[config.mk]
export PLATFORM = sky130hd
export DESIGN_NAME = band_peak_meter
export DESIGN_NICKNAME = d
export VERILOG_FILES = /design/src/rtl/meter_pkg.sv /design/src/rtl/band_meter_alu.sv /design/src/rtl/band_peak_meter.sv
export SDC_FILE = /design/constraint.sdc
export NUM_CORES = 1
export LEC_CHECK = 0
export ABC_AREA = 1
export BUFFER_PORTS_ARGS = -buffer_cell sky130_fd_sc_hd__buf_2
export CAP_MARGIN = 10
export CORE_UTILIZATION = 40
export CTS_CLUSTER_SIZE = 16
export DETAILED_ROUTE_END_ITERATION = 6
export HOLD_SLACK_MARGIN = 0.15
export PLACE_DENSITY = 0.64
export SETUP_SLACK_MARGIN = 0.4
export SLEW_MARGIN = 20
export SYNTH_ARGS = -nofsm -noshare
export SYNTH_HDL_FRONTEND = slang
export SYNTH_SLANG_ARGS = --single-unit
[constraint.sdc]
create_clock -name clock -period 5.9 [get_ports clock]
set_input_delay 0.885 -clock clock [delete_from_list [all_inputs] [get_ports clock]]
set_output_delay 0.885 -clock clock [all_outputs]
set_load 0.02 [all_outputs]
[src/rtl/meter_pkg.sv]
// rtl/meter_pkg.sv - shared types and helpers for the band peak meter
// Band count/width, sweep FSM states and a saturating subtract.
package meter_pkg;

  localparam int NUM_BANDS = 7;
  localparam int BAND_W = 8;

  typedef enum logic [1:0] {
    IDLE   = 2'd0,
    SWEEP  = 2'd1,
    COMMIT = 2'd2
  } state_t;

  typedef logic [2:0] band_idx_t;
  typedef logic [BAND_W-1:0] band_t;

  function automatic band_t sat_sub(input band_t value, input int step);
    int diff;
    diff = int'(value) - step;
    return (diff > 0) ? band_t'(diff) : '0;
  endfunction

endpackage

[src/rtl/band_meter_alu.sv]
// rtl/band_meter_alu.sv - combinational single-band level/peak update
// The peak/hold datapath exists only when PEAK_HOLD_EN is defined.
module band_meter_alu
  import meter_pkg::*;
#(
  parameter int LEVEL_STEP = 1
`ifdef PEAK_HOLD_EN
  ,
  parameter int PEAK_STEP = 2,
  parameter int HOLD_SAMPLES = 24000,
  parameter int HOLD_W = 15
`endif
) (
  input  logic              tick,
  input  band_t             in,
  input  band_t             level,
`ifdef PEAK_HOLD_EN
  input  band_t             peak,
  input  logic [HOLD_W-1:0] hold,
  output band_t             peak_new,
  output logic [HOLD_W-1:0] hold_new,
`endif
  output band_t             level_new
);

  band_t level_dec;

  assign level_dec = sat_sub(level, LEVEL_STEP);

  // Fast attack: any input at or above the level is taken at once.
  always_comb begin
    level_new = level;
    if (in >= level) begin
      level_new = in;
    end else if (tick) begin
      level_new = (level_dec > in) ? level_dec : in;
    end
  end

`ifdef PEAK_HOLD_EN
  band_t peak_dec;

  assign peak_dec = sat_sub(peak, PEAK_STEP);

  // Peak decays only after the hold expires, and never below the new level.
  always_comb begin
    peak_new = peak;
    hold_new = hold;
    if (in >= peak) begin
      peak_new = in;
      hold_new = HOLD_W'(HOLD_SAMPLES);
    end else if (hold != '0) begin
      hold_new = hold - HOLD_W'(1);
    end else if (tick) begin
      peak_new = (peak_dec > level_new) ? peak_dec : level_new;
    end
  end
`endif

endmodule

[src/rtl/band_peak_meter.sv]
// rtl/band_peak_meter.sv - seven-band decaying level and peak-hold meter
// Serial sweep through one shared ALU; PEAK_HOLD_EN builds the peak-hold path.
module band_peak_meter
  import meter_pkg::*;
#(
  parameter int HOLD_SAMPLES = 24000,
  parameter int DECAY_DIV = 480,
  parameter int LEVEL_STEP = 1,
  parameter int PEAK_STEP = 2
) (
  input  logic              clock,
  input  logic              reset,
  input  logic              ready,
  input  logic [BAND_W-1:0] freq1,
  input  logic [BAND_W-1:0] freq2,
  input  logic [BAND_W-1:0] freq3,
  input  logic [BAND_W-1:0] freq4,
  input  logic [BAND_W-1:0] freq5,
  input  logic [BAND_W-1:0] freq6,
  input  logic [BAND_W-1:0] freq7,
  output logic [BAND_W-1:0] level1,
  output logic [BAND_W-1:0] level2,
  output logic [BAND_W-1:0] level3,
  output logic [BAND_W-1:0] level4,
  output logic [BAND_W-1:0] level5,
  output logic [BAND_W-1:0] level6,
  output logic [BAND_W-1:0] level7,
  output logic [BAND_W-1:0] peak1,
  output logic [BAND_W-1:0] peak2,
  output logic [BAND_W-1:0] peak3,
  output logic [BAND_W-1:0] peak4,
  output logic [BAND_W-1:0] peak5,
  output logic [BAND_W-1:0] peak6,
  output logic [BAND_W-1:0] peak7,
  output logic              valid,
  output logic              busy,
  output logic              overrun
);

  localparam int CNT_W = (DECAY_DIV > 1) ? $clog2(DECAY_DIV) : 1;
  localparam logic [CNT_W-1:0] CNT_LAST = CNT_W'(DECAY_DIV - 1);
  localparam band_idx_t LAST_BAND = band_idx_t'(NUM_BANDS - 1);

  state_t           state;
  band_idx_t        idx;
  logic [CNT_W-1:0] cnt;
  logic             tick;
  band_t            freq_in [NUM_BANDS];
  band_t            snap    [NUM_BANDS];
  band_t            lvl     [NUM_BANDS];
  band_t            lvl_out [NUM_BANDS];
  band_t            alu_level;

`ifdef PEAK_HOLD_EN
  localparam int HOLD_W = $clog2(HOLD_SAMPLES + 1);

  band_t             pk     [NUM_BANDS];
  band_t             pk_out [NUM_BANDS];
  logic [HOLD_W-1:0] hold   [NUM_BANDS];
  band_t             alu_peak;
  logic [HOLD_W-1:0] alu_hold;
`endif

  assign freq_in[0] = freq1;
  assign freq_in[1] = freq2;
  assign freq_in[2] = freq3;
  assign freq_in[3] = freq4;
  assign freq_in[4] = freq5;
  assign freq_in[5] = freq6;
  assign freq_in[6] = freq7;

  band_meter_alu #(
    .LEVEL_STEP  (LEVEL_STEP)
`ifdef PEAK_HOLD_EN
    ,
    .PEAK_STEP   (PEAK_STEP),
    .HOLD_SAMPLES(HOLD_SAMPLES),
    .HOLD_W      (HOLD_W)
`endif
  ) u_alu (
    .tick     (tick),
    .in       (snap[idx]),
    .level    (lvl[idx]),
`ifdef PEAK_HOLD_EN
    .peak     (pk[idx]),
    .hold     (hold[idx]),
    .peak_new (alu_peak),
    .hold_new (alu_hold),
`endif
    .level_new(alu_level)
  );

  always_ff @(posedge clock or negedge reset) begin
    if (!reset) begin
      state   <= IDLE;
      idx     <= '0;
      cnt     <= '0;
      tick    <= 1'b0;
      valid   <= 1'b0;
      overrun <= 1'b0;
      for (int i = 0; i < NUM_BANDS; i++) begin
        snap[i]    <= '0;
        lvl[i]     <= '0;
        lvl_out[i] <= '0;
`ifdef PEAK_HOLD_EN
        pk[i]      <= '0;
        pk_out[i]  <= '0;
        hold[i]    <= '0;
`endif
      end
    end else begin
      valid   <= 1'b0;
      overrun <= ready && (state != IDLE);
      case (state)
        IDLE: begin
          if (ready) begin
            for (int i = 0; i < NUM_BANDS; i++) begin
              snap[i] <= freq_in[i];
            end
            // The decay tick belongs to the sample that wraps the divider.
            tick  <= (cnt == CNT_LAST);
            cnt   <= (cnt == CNT_LAST) ? '0 : cnt + CNT_W'(1);
            idx   <= '0;
            state <= SWEEP;
          end
        end
        SWEEP: begin
          lvl[idx] <= alu_level;
`ifdef PEAK_HOLD_EN
          pk[idx]   <= alu_peak;
          hold[idx] <= alu_hold;
`endif
          if (idx == LAST_BAND) begin
            state <= COMMIT;
          end else begin
            idx <= idx + band_idx_t'(1);
          end
        end
        COMMIT: begin
          lvl_out <= lvl;
`ifdef PEAK_HOLD_EN
          pk_out  <= pk;
`endif
          valid   <= 1'b1;
          state   <= IDLE;
        end
        default: state <= IDLE;
      endcase
    end
  end

  assign busy = (state != IDLE);

  assign level1 = lvl_out[0];
  assign level2 = lvl_out[1];
  assign level3 = lvl_out[2];
  assign level4 = lvl_out[3];
  assign level5 = lvl_out[4];
  assign level6 = lvl_out[5];
  assign level7 = lvl_out[6];

`ifdef PEAK_HOLD_EN
  assign peak1 = pk_out[0];
  assign peak2 = pk_out[1];
  assign peak3 = pk_out[2];
  assign peak4 = pk_out[3];
  assign peak5 = pk_out[4];
  assign peak6 = pk_out[5];
  assign peak7 = pk_out[6];
`else
  assign peak1 = lvl_out[0];
  assign peak2 = lvl_out[1];
  assign peak3 = lvl_out[2];
  assign peak4 = lvl_out[3];
  assign peak5 = lvl_out[4];
  assign peak6 = lvl_out[5];
  assign peak7 = lvl_out[6];
`endif

endmodule

After elaboration in Yosys (flattened, before gate mapping)
Index checks and enable logic that the tools add are counted.
{"block": "op_classes", "n_addsub": 3, "magnitude_cmp": 5, "eq_ne": 7, "n_mux": 21, "n_bitwise": 1, "n_reduce_logical": 8}
{"operator": "8-bit two-way mux", "n": 9}
{"operator": "56-bit bitwise mux", "n": 1}
{"operator": "8-bit binary-select mux with 3-bit select", "n": 2}
{"operator": "32-bit by 1-bit > comparator with 1-bit output, second input constant", "n": 1}
{"operator": "8-bit demux with 3-bit select", "n": 1}
{"operator": "9-bit by 1-bit adder with 9-bit output, second input constant", "n": 1}
{"operator": "9-bit equality test, second input constant", "n": 1}
{"operator": "9-bit two-way mux", "n": 1}
{"operator": "8-bit by 1-bit subtractor with 9-bit output, second input constant", "n": 1}
{"operator": "8-bit >= comparator", "n": 1}
{"operator": "8-bit > comparator", "n": 1}
{"operator": "3-bit two-way mux", "n": 2}
{"operator": "2-bit inequality test, second input constant", "n": 3}
{"operator": "3-bit one-hot mux with 2 select lines", "n": 1}
{"operator": "4-bit >= comparator, second input constant", "n": 1}
{"operator": "4-bit by 1-bit less-than comparator with 1-bit output, second input constant", "n": 1}
{"operator": "2-bit two-way mux", "n": 2}
{"operator": "3-bit NOT with 4-bit output", "n": 1}
{"operator": "2-bit one-hot mux with 2 select lines", "n": 1}
{"operator": "2-bit AND reduction", "n": 2}
{"operator": "2-bit nonzero test", "n": 2}
{"operator": "3-bit by 1-bit adder with 3-bit output, second input constant", "n": 1}
{"operator": "3-bit equality test, second input constant", "n": 1}
{"operator": "3-bit AND reduction", "n": 1}
{"operator": "5 further kinds", "n": 6}
{"block": "word_totals", "ff_bits": 185, "in_bits": 59}

Logic depth before layout (Yosys ltp)
Gate-level depths: netlist (run 1).
{"block": "logic_depth", "word_depth": 12, "ltp_mapped": 31, "ltp_nobuf": 29}

Modules after synthesis
Synthesis (run 1) repeated with hierarchy kept, for this count alone.
{"block": "hier_totals", "hier_cells": 1188, "area_unflattened_um2": 9349.0}
{"module": "band_peak_meter", "n_inst": 1, "cells_each": 1008, "area_per_inst_um2": 8384.3}
{"module": "band_meter_alu", "n_inst": 1, "cells_each": 180, "area_per_inst_um2": 964.7}

Worst setup path after synthesis (run 1)
OpenSTA, ideal clock, no wires.
{"block": "synth_timing", "path_kind": "register -> register", "start": "register idx[0]", "end": "register lvl[11] in the netlist's numbering", "arrival_time_ns": 3.923, "setup_slack_ns": 1.855, "path_stages_with_launch": 26, "n_path_buf": 2, "synth_period_minus_slack_ns": 4.045, "path_cell_list": "dfrtp_1 > buf_6 > inv_2 > buf_2 > nand2_1 > nand3_1 > nand2_2 > nor2_4 > ha_1 > inv_1 > nor3_4 > nand3_1 > nand2_1 > nand2_1 > inv_1 > nand4_4 > nand3_2 > inv_1 > ha_1 > nand4_1 > o31ai_1 > inv_1 > o21ai_1 > o211ai_2 > nand3_1 > o21ai_1"}
{"block": "synth_via", "elab_chain_cells": 12}
{"item": "start: declaration", "line_no": "band_peak_meter.sv:45", "source": "band_idx_t idx;"}
{"item": "start signal: assignment", "line_no": "band_peak_meter.sv:136", "source": "idx <= idx + band_idx_t'(1);"}
{"item": "3-bit NOT with 4-bit output (implied by the code) *", "line_no": "band_peak_meter.sv:82, band_peak_meter.sv:83, band_peak_meter.sv:128"}
{"item": "8-bit binary-select mux with 3-bit select", "line_no": "band_peak_meter.sv:83", "source": ".level (lvl[idx]),"}
{"item": "8-bit two-way mux (implied by the code) (2 in a row)", "line_no": "band_peak_meter.sv:83"}
{"item": "8-bit by 1-bit subtractor with 9-bit output", "line_no": "meter_pkg.sv:19", "source": "diff = int'(value) - step;"}
{"item": "32-bit by 1-bit > comparator with 1-bit output", "line_no": "meter_pkg.sv:20", "source": "return (diff > 0) ? band_t'(diff) : '0;"}
{"item": "8-bit two-way mux", "line_no": "meter_pkg.sv:20"}
{"item": "8-bit > comparator", "line_no": "band_meter_alu.sv:36", "source": "level_new = (level_dec > in) ? level_dec : in;"}
{"item": "8-bit two-way mux", "line_no": "band_meter_alu.sv:36"}
{"item": "8-bit two-way mux", "line_no": "band_meter_alu.sv:35", "source": "end else if (tick) begin"}
{"item": "8-bit two-way mux", "line_no": "band_meter_alu.sv:33", "source": "if (in >= level) begin"}
{"item": "56-bit bitwise mux *", "line_no": "band_peak_meter.sv:128", "source": "lvl[idx] <= alu_level;"}
{"item": "end signal: indexed assignment", "line_no": "band_peak_meter.sv:128"}
{"item": "end: declaration", "line_no": "band_peak_meter.sv:50", "source": "band_t lvl [NUM_BANDS];"}
Every way passes the cells marked *; elsewhere a longest branch is shown, timed or not. The select of a mux whose other input is x is not followed.
A chain may end at the register's enable or synchronous reset.

Worst setup path in the final report (run 1)
{"block": "layout_timing", "start": "register idx[0]", "end": "register lvl[30] in the netlist's numbering"}
The elaborated chain is that of the path after synthesis.

==> run_results.csv, run 1 <==
group,metric,value,unit
die,die_y,157,µm
synth,yosysTopAreaCellShare,0.479,
worst_setup_path,ff2ff_setup_slack,1.22,ns
worst_setup_path,worstPathRequired,6.26,ns
route,viasPerCell,4.87,
global_route,gr-usage-all-layers,0.219,
layout,area_delta_synth_final,13.8,%
die,fp.coreArea,0.0236,mm²
route,vias,7985,
sta,worstMarginPinSlew,0.968,ns
global_route,overflow,0,
die,rows,56,
route,drc_errors,0,
clock_network,cts_root_buffer,"clkbuf_16",
sta,hold_viol,0,
global_route,grt_max_degree,95,
synth,ys_top_cells_by_count,"428 x nand2_1, 185 x dfrtp_1, 118 x inv_1, 81 x o21ai_0, 65 x nand3_1",
layout,nets,1386,
worst_setup_path,critPathMaxStageDelay,0.66,ns
worst_setup_path,cp_max_fo,18,
global_route,grt_antenna_before_repair,0,
die,pin_count,174,
clock_network,cts_sinks,185,
placed_design,gp_congestion,0.911,
placed_design,dp_slack,1.31,ns
sta,period_share,0.793,
synth,synth_edf_count,0,
worst_setup_path,path_delay_family,"simple AND/OR/NAND/NOR gates",
sta,tns,0,ns
clock_network,cts.path.max_buffers,2,
sta,slew-limit-headroom,0.354,
worst_setup_path,cp-start-kind,"flip-flop",
route,drt_first_pass_iters,5,
sta,maxSlewViolCount,0,
synth,ys_ff_latch,185,
synth,yosys.area.top_type,"dfrtp_1",
worst_setup_path,worstPathArrival,5.04,ns
outcome,outcome,"complete, no violations",
sta,rsz0062_at_grt,"no",
global_route,grt_pass1_vias,7495,
worst_setup_path,cp-end-kind,"flip-flop",
synth,syn_area_per_cell,8.05,µm²
route,drtAntennaViolNets,0,
clock_network,cts-resized-gates,0,
clock_network,cts_tree,"built",
layout,fillCellCount,2399,
global_route,grt_pass1_wl,40.8,mm
sta,fin_ws,1.22,ns
clock_network,cts_made_buffers,17,
synth,synth.most_common_cell,"nand2_1",
synth,synthDistinctLibCells,47,
clock_network,h-tree-depth,4,
die,dieArea,0.0248,mm²
synth,synth-async-reset-ratio,1.00,
synth,ys_seq_area_frac,0.479,
synth,syn_nets,1281,
die,initial_core_util,0.409,
clock_network,clk_pin_slew_worst_paths,0.07,ns
clock_network,holdBufCountCts,0,
sta,min_period,4.68,ns
worst_setup_path,worst-setup-path-type,"flip-flop to flip-flop",
die,die_w,157,µm
sta,skew,0.0145,ns
synth,synth.area.top_cells,"dfrtp_1 48%, nand2_1 17%, inv_1 4.6%",
synth,syn_inst,1201,
sta,fmax,214,MHz
placed_design,port_buffers,173,
clock_network,post-cts-setup-buffers,0,
worst_setup_path,path_common_cell,"nand2_1",
worst_setup_path,critPathBufInv,6,
synth,yosysWarnings,0,
layout,fin_util,0.466,
sta,setup_viol,0,
layout,antenna_cells,0,
layout,final_area,0.0110,mm²
clock_network,clkLatencyLatePin,0.44,ns
placed_design,placed_cell_area,0.0104,mm²
job,drv_cap,0,
route,wire_per_inst,15.8,µm
synth,synth_area,0.00967,mm²
route,totalWireLength,25.9,mm
hold_path,hp-class,"primary input to asynchronous set/reset pin",
placed_design,post-dp-hpwl,19.1,mm
synth,ys.flop_type,"dfrtp_1",
route,drt_iter0_markers,511,
worst_setup_path,slowest_stage,"dfrtp_1",
layout,drive_above_1_share,0.219,
[path summary, 6_finish.rpt]
kind | startpoint | endpoint | cells past startpoint
max | idx[0] | lvl[30] | 28
min | reset | level5[0] | 1
max reg2reg | idx[0] | lvl[30] | 28
min reg2reg | snap[50] | snap[50] | 2
max in group asynchronous | reset | cnt[5] | 2
min in group clock | snap[50] | snap[50] | 2
[cell usage in the layout, fill, tap and decap left out, types with 4 or more instances in the layout]
cell,n
o22ai_1,5
a21oi_1,20
nand3_1,65
xor2_1,4
nor3_1,5
buf_4,14
dfrtp_1,185
o21ai_1,25
o21ai_0,81
nand2_2,15
clkbuf_16,17
inv_2,8
nand2_1,428
buf_2,172
nand2_4,4
nand4_1,7
inv_1,117
nor2_1,44
nand3_2,11
nor2_4,10
o21ai_2,8
ha_1,21
[area by class of cell]
class                      count  area (µm²)  share of cell area
sequential                   185        4630               0.421
multi-input combinational    788        3920               0.356
timing repair buffer         187         977              0.0889
inverter                     127         477              0.0433
clock buffer                  18         439              0.0399
tap                          319         399              0.0363
clock inverter                14         159              0.0144
[through the flow]
step,cells,hold slack (ns)
floorplan,1201,0.434
global placement,1606,0.454
detailed placement,1606,0.459
CTS,1638,0.355
global route,1638,0.366
finish,1638,0.344
[layer usage]
metal,routed length [µm],GRT usage,vias to the layer above
met3,1350,0.0308,37
met1,11900,0.300,3740
li1,-,-,3945
met5,0,0,-
met2,12100,0.353,263
met4,557,0.0726,0
[state kept, by name, indices dropped and copies added (netlist names)]
name	cells
state	2
valid	1
snap	56
level1	8
level7	8
level4	8
level6	8
cnt	9
level2	8
tick	1
overrun	1
idx	3
level3	8
lvl	56
level5	8
[kinds of logic after synthesis]
kind of cell               after synthesis  synth area share
AOI/OAI and AO/OA                      157            0.0934
and+or+nand+nor                        605             0.279
buffers and inverters                  228             0.117
xor gates and xnor gates                 5           0.00453
adders and majority gates               21            0.0272
DFF                                    185             0.479
Power of run 1 is not shown: default switching activity piles up to over one toggle a cycle in this logic, so the estimate is an artifact.
==> inputs of run 2 (changes only) <==
- PLACE_DENSITY: 0.64 -> 0.67
- clock period: 5.9 -> 4.2 ns (I/O delays scaled with it)
==> run 2 against run 1 <==
Net effect: worst hold slack got worse by 0.077 ns; core utilization is 2.3 points higher; setup slack worse by 0.85 ns; register-to-register slack got worse by 0.85 ns; via count up 2.7%; clock skew down 0.00084 ns; critical path type unchanged.
==> run_results.csv, run 2 (synthesized netlist as in run 1, its figures left out) <==
group,metric,value,unit
clock_network,h-tree-depth,4,
clock_network,cts_made_buffers,17,
sta,tns,0,ns
die,rows,56,
placed_design,gp_congestion,0.942,
outcome,outcome,"complete, no violations",
route,totalWireLength,26.4,mm
layout,top_regs,"lvl: 56 flops, snap: 56 flops, cnt: 9 flops",
layout,fin_util,0.488,
global_route,grt_pass1_vias,7632,
job,drv_cap,0,
layout,area_delta_synth_final,19.3,%
global_route,grt_max_degree,105,
clock_network,cts.path.max_buffers,2,
worst_setup_path,worstPathArrival,4.18,ns
die,dieArea,0.0248,mm²
worst_setup_path,cp_max_fo,15,
die,die_w,157,µm
clock_network,holdBufCountCts,0,
sta,min_period,3.83,ns
worst_setup_path,worst-setup-path-type,"flip-flop to flip-flop",
die,initial_core_util,0.409,
sta,rsz0062_at_grt,"yes",
clock_network,cts_sinks,185,
placed_design,port_buffers,173,
layout,nets,1424,
clock_network,clk_pin_slew_worst_paths,0.07,ns
sta,setup_viol,0,
clock_network,clkLatencyLatePin,0.44,ns
global_route,grt_antenna_before_repair,0,
placed_design,dp_slack,0.0643,ns
route,drt_iter0_markers,631,
placed_design,dp.cells,1612,
die,pin_count,174,
route,viasPerCell,4.89,
sta,fin_ws,0.373,ns
sta,period_share,0.911,
worst_setup_path,cp-start-kind,"flip-flop",
clock_network,cts_root_buffer,"clkbuf_16",
clock_network,cts_tree,"built",
worst_setup_path,worstPathRequired,4.56,ns
route,wire_per_inst,15.7,µm
route,drt_first_pass_iters,5,
route,wl_met2,12.5,mm
route,drtAntennaViolNets,0,
sta,slew-limit-headroom,0.349,
sta,worstMarginPinSlew,0.973,ns
layout,final_common_cell,"nand2_1",
layout,stdcell_count,1676,
placed_design,post-dp-hpwl,18.6,mm
die,die_y,157,µm
route,routed.top_layer,"met4",
sta,fmax,261,MHz
die,fp.coreArea,0.0236,mm²
sta,hold_viol,0,
route,met3_length,1.28,mm
layout,drive_above_1_share,0.266,
hold_path,hp-class,"primary input to asynchronous set/reset pin",
route,vias,8201,
layout,antenna_cells,0,
layout,layout_common_cells,"418 x nand2_1, 182 x dfrtp_1, 172 x buf_2, 111 x inv_1, 80 x o21ai_0",
global_route,gr-usage-all-layers,0.217,
route,drc_errors,0,
sta,maxSlewViolCount,0,
global_route,grt_pass1_wl,40.8,mm
sta,skew,0.0136,ns
global_route,overflow,0,
route,wl_met1,12.1,mm
worst_setup_path,cp-end-kind,"flip-flop",
## run 2: changes by cell type in the layout (fill, tap and decap cells not counted), sizes merged
cell,before,now
inv,131,130
bufinv,1,0
clkbuf,18,22
clkinvlp,0,5
buf,187,223
clkinv,9,4
## run 2: critical path: stages, from the launching register on
cell      delay [ns]
dfrtp_2         0.49
clkinv_4        0.15
buf_4           0.19
nand2_1         0.07
nand3_1         0.13
nand2_4         0.10
nor2_8          0.16
nand2_4         0.06
nor2_4          0.14
nand3_1         0.11
nand2_2         0.14
nand4_4         0.17
nand3_2         0.13
inv_2           0.05
ha_4            0.26
nand4_1         0.11
buf_4           0.16
o31ai_4         0.33
inv_2           0.15
a21oi_2         0.17
o21ai_2         0.09
o211ai_4        0.14
nand3_2         0.10
o21ai_1         0.13
## run 2: worst paths after layout
path	endpoint	cells past startpoint	slack (ns)	from
setup / recovery	lvl[3]	23	0.37	idx[0]
hold / removal	level5[1]	1	0.27	reset
setup reg to reg	lvl[3]	23	0.37	idx[0]
hold reg to reg	snap[34]	2	0.47	snap[34]
max in group asynchronous	lvl[2]	2	2.97	reset
min in group clock	snap[41]	3	0.38	freq2[1]
## run 2: cell type report
type,instances,area [µm²]
Tap cell,319,399
Multi-Input combinational cell,788,4100
Fill cell,2283,12100
Clock inverter,12,108
Timing Repair Buffer,225,1350
Clock buffer,20,447
Sequential cell,185,4630
Inverter,127,490
## run 2: stage by stage
stage | area (µm²) | hold slack (ns)
2_1_floorplan | 9680 | 0.334
3_3_place_gp | 10500 | 0.452
3_5_place_dp | 10500 | 0.456
4_1_cts | 11100 | 0.294
5_1_grt | 11500 | 0.344
6_report | 11500 | 0.267
## run 2: what timing repair did
| item | 4_1_cts | 5_1_grt |
|---|---|---|
| pin swaps | 4 | 36 |
| endpoints found under the setup margin | 56 | 56 |
| resized for setup | 7 | 47 |
| buffers inserted | 8 | 21 |
| gates cloned | 1 | 2 |
## run 2: metal layers
layer,global-route usage,vias up
met5,0,-
li1,-,4017
met2,0.352,303
met4,0.0735,0
met1,0.294,3851
met3,0.0339,30
Power of run 2 is left out for the same reason.
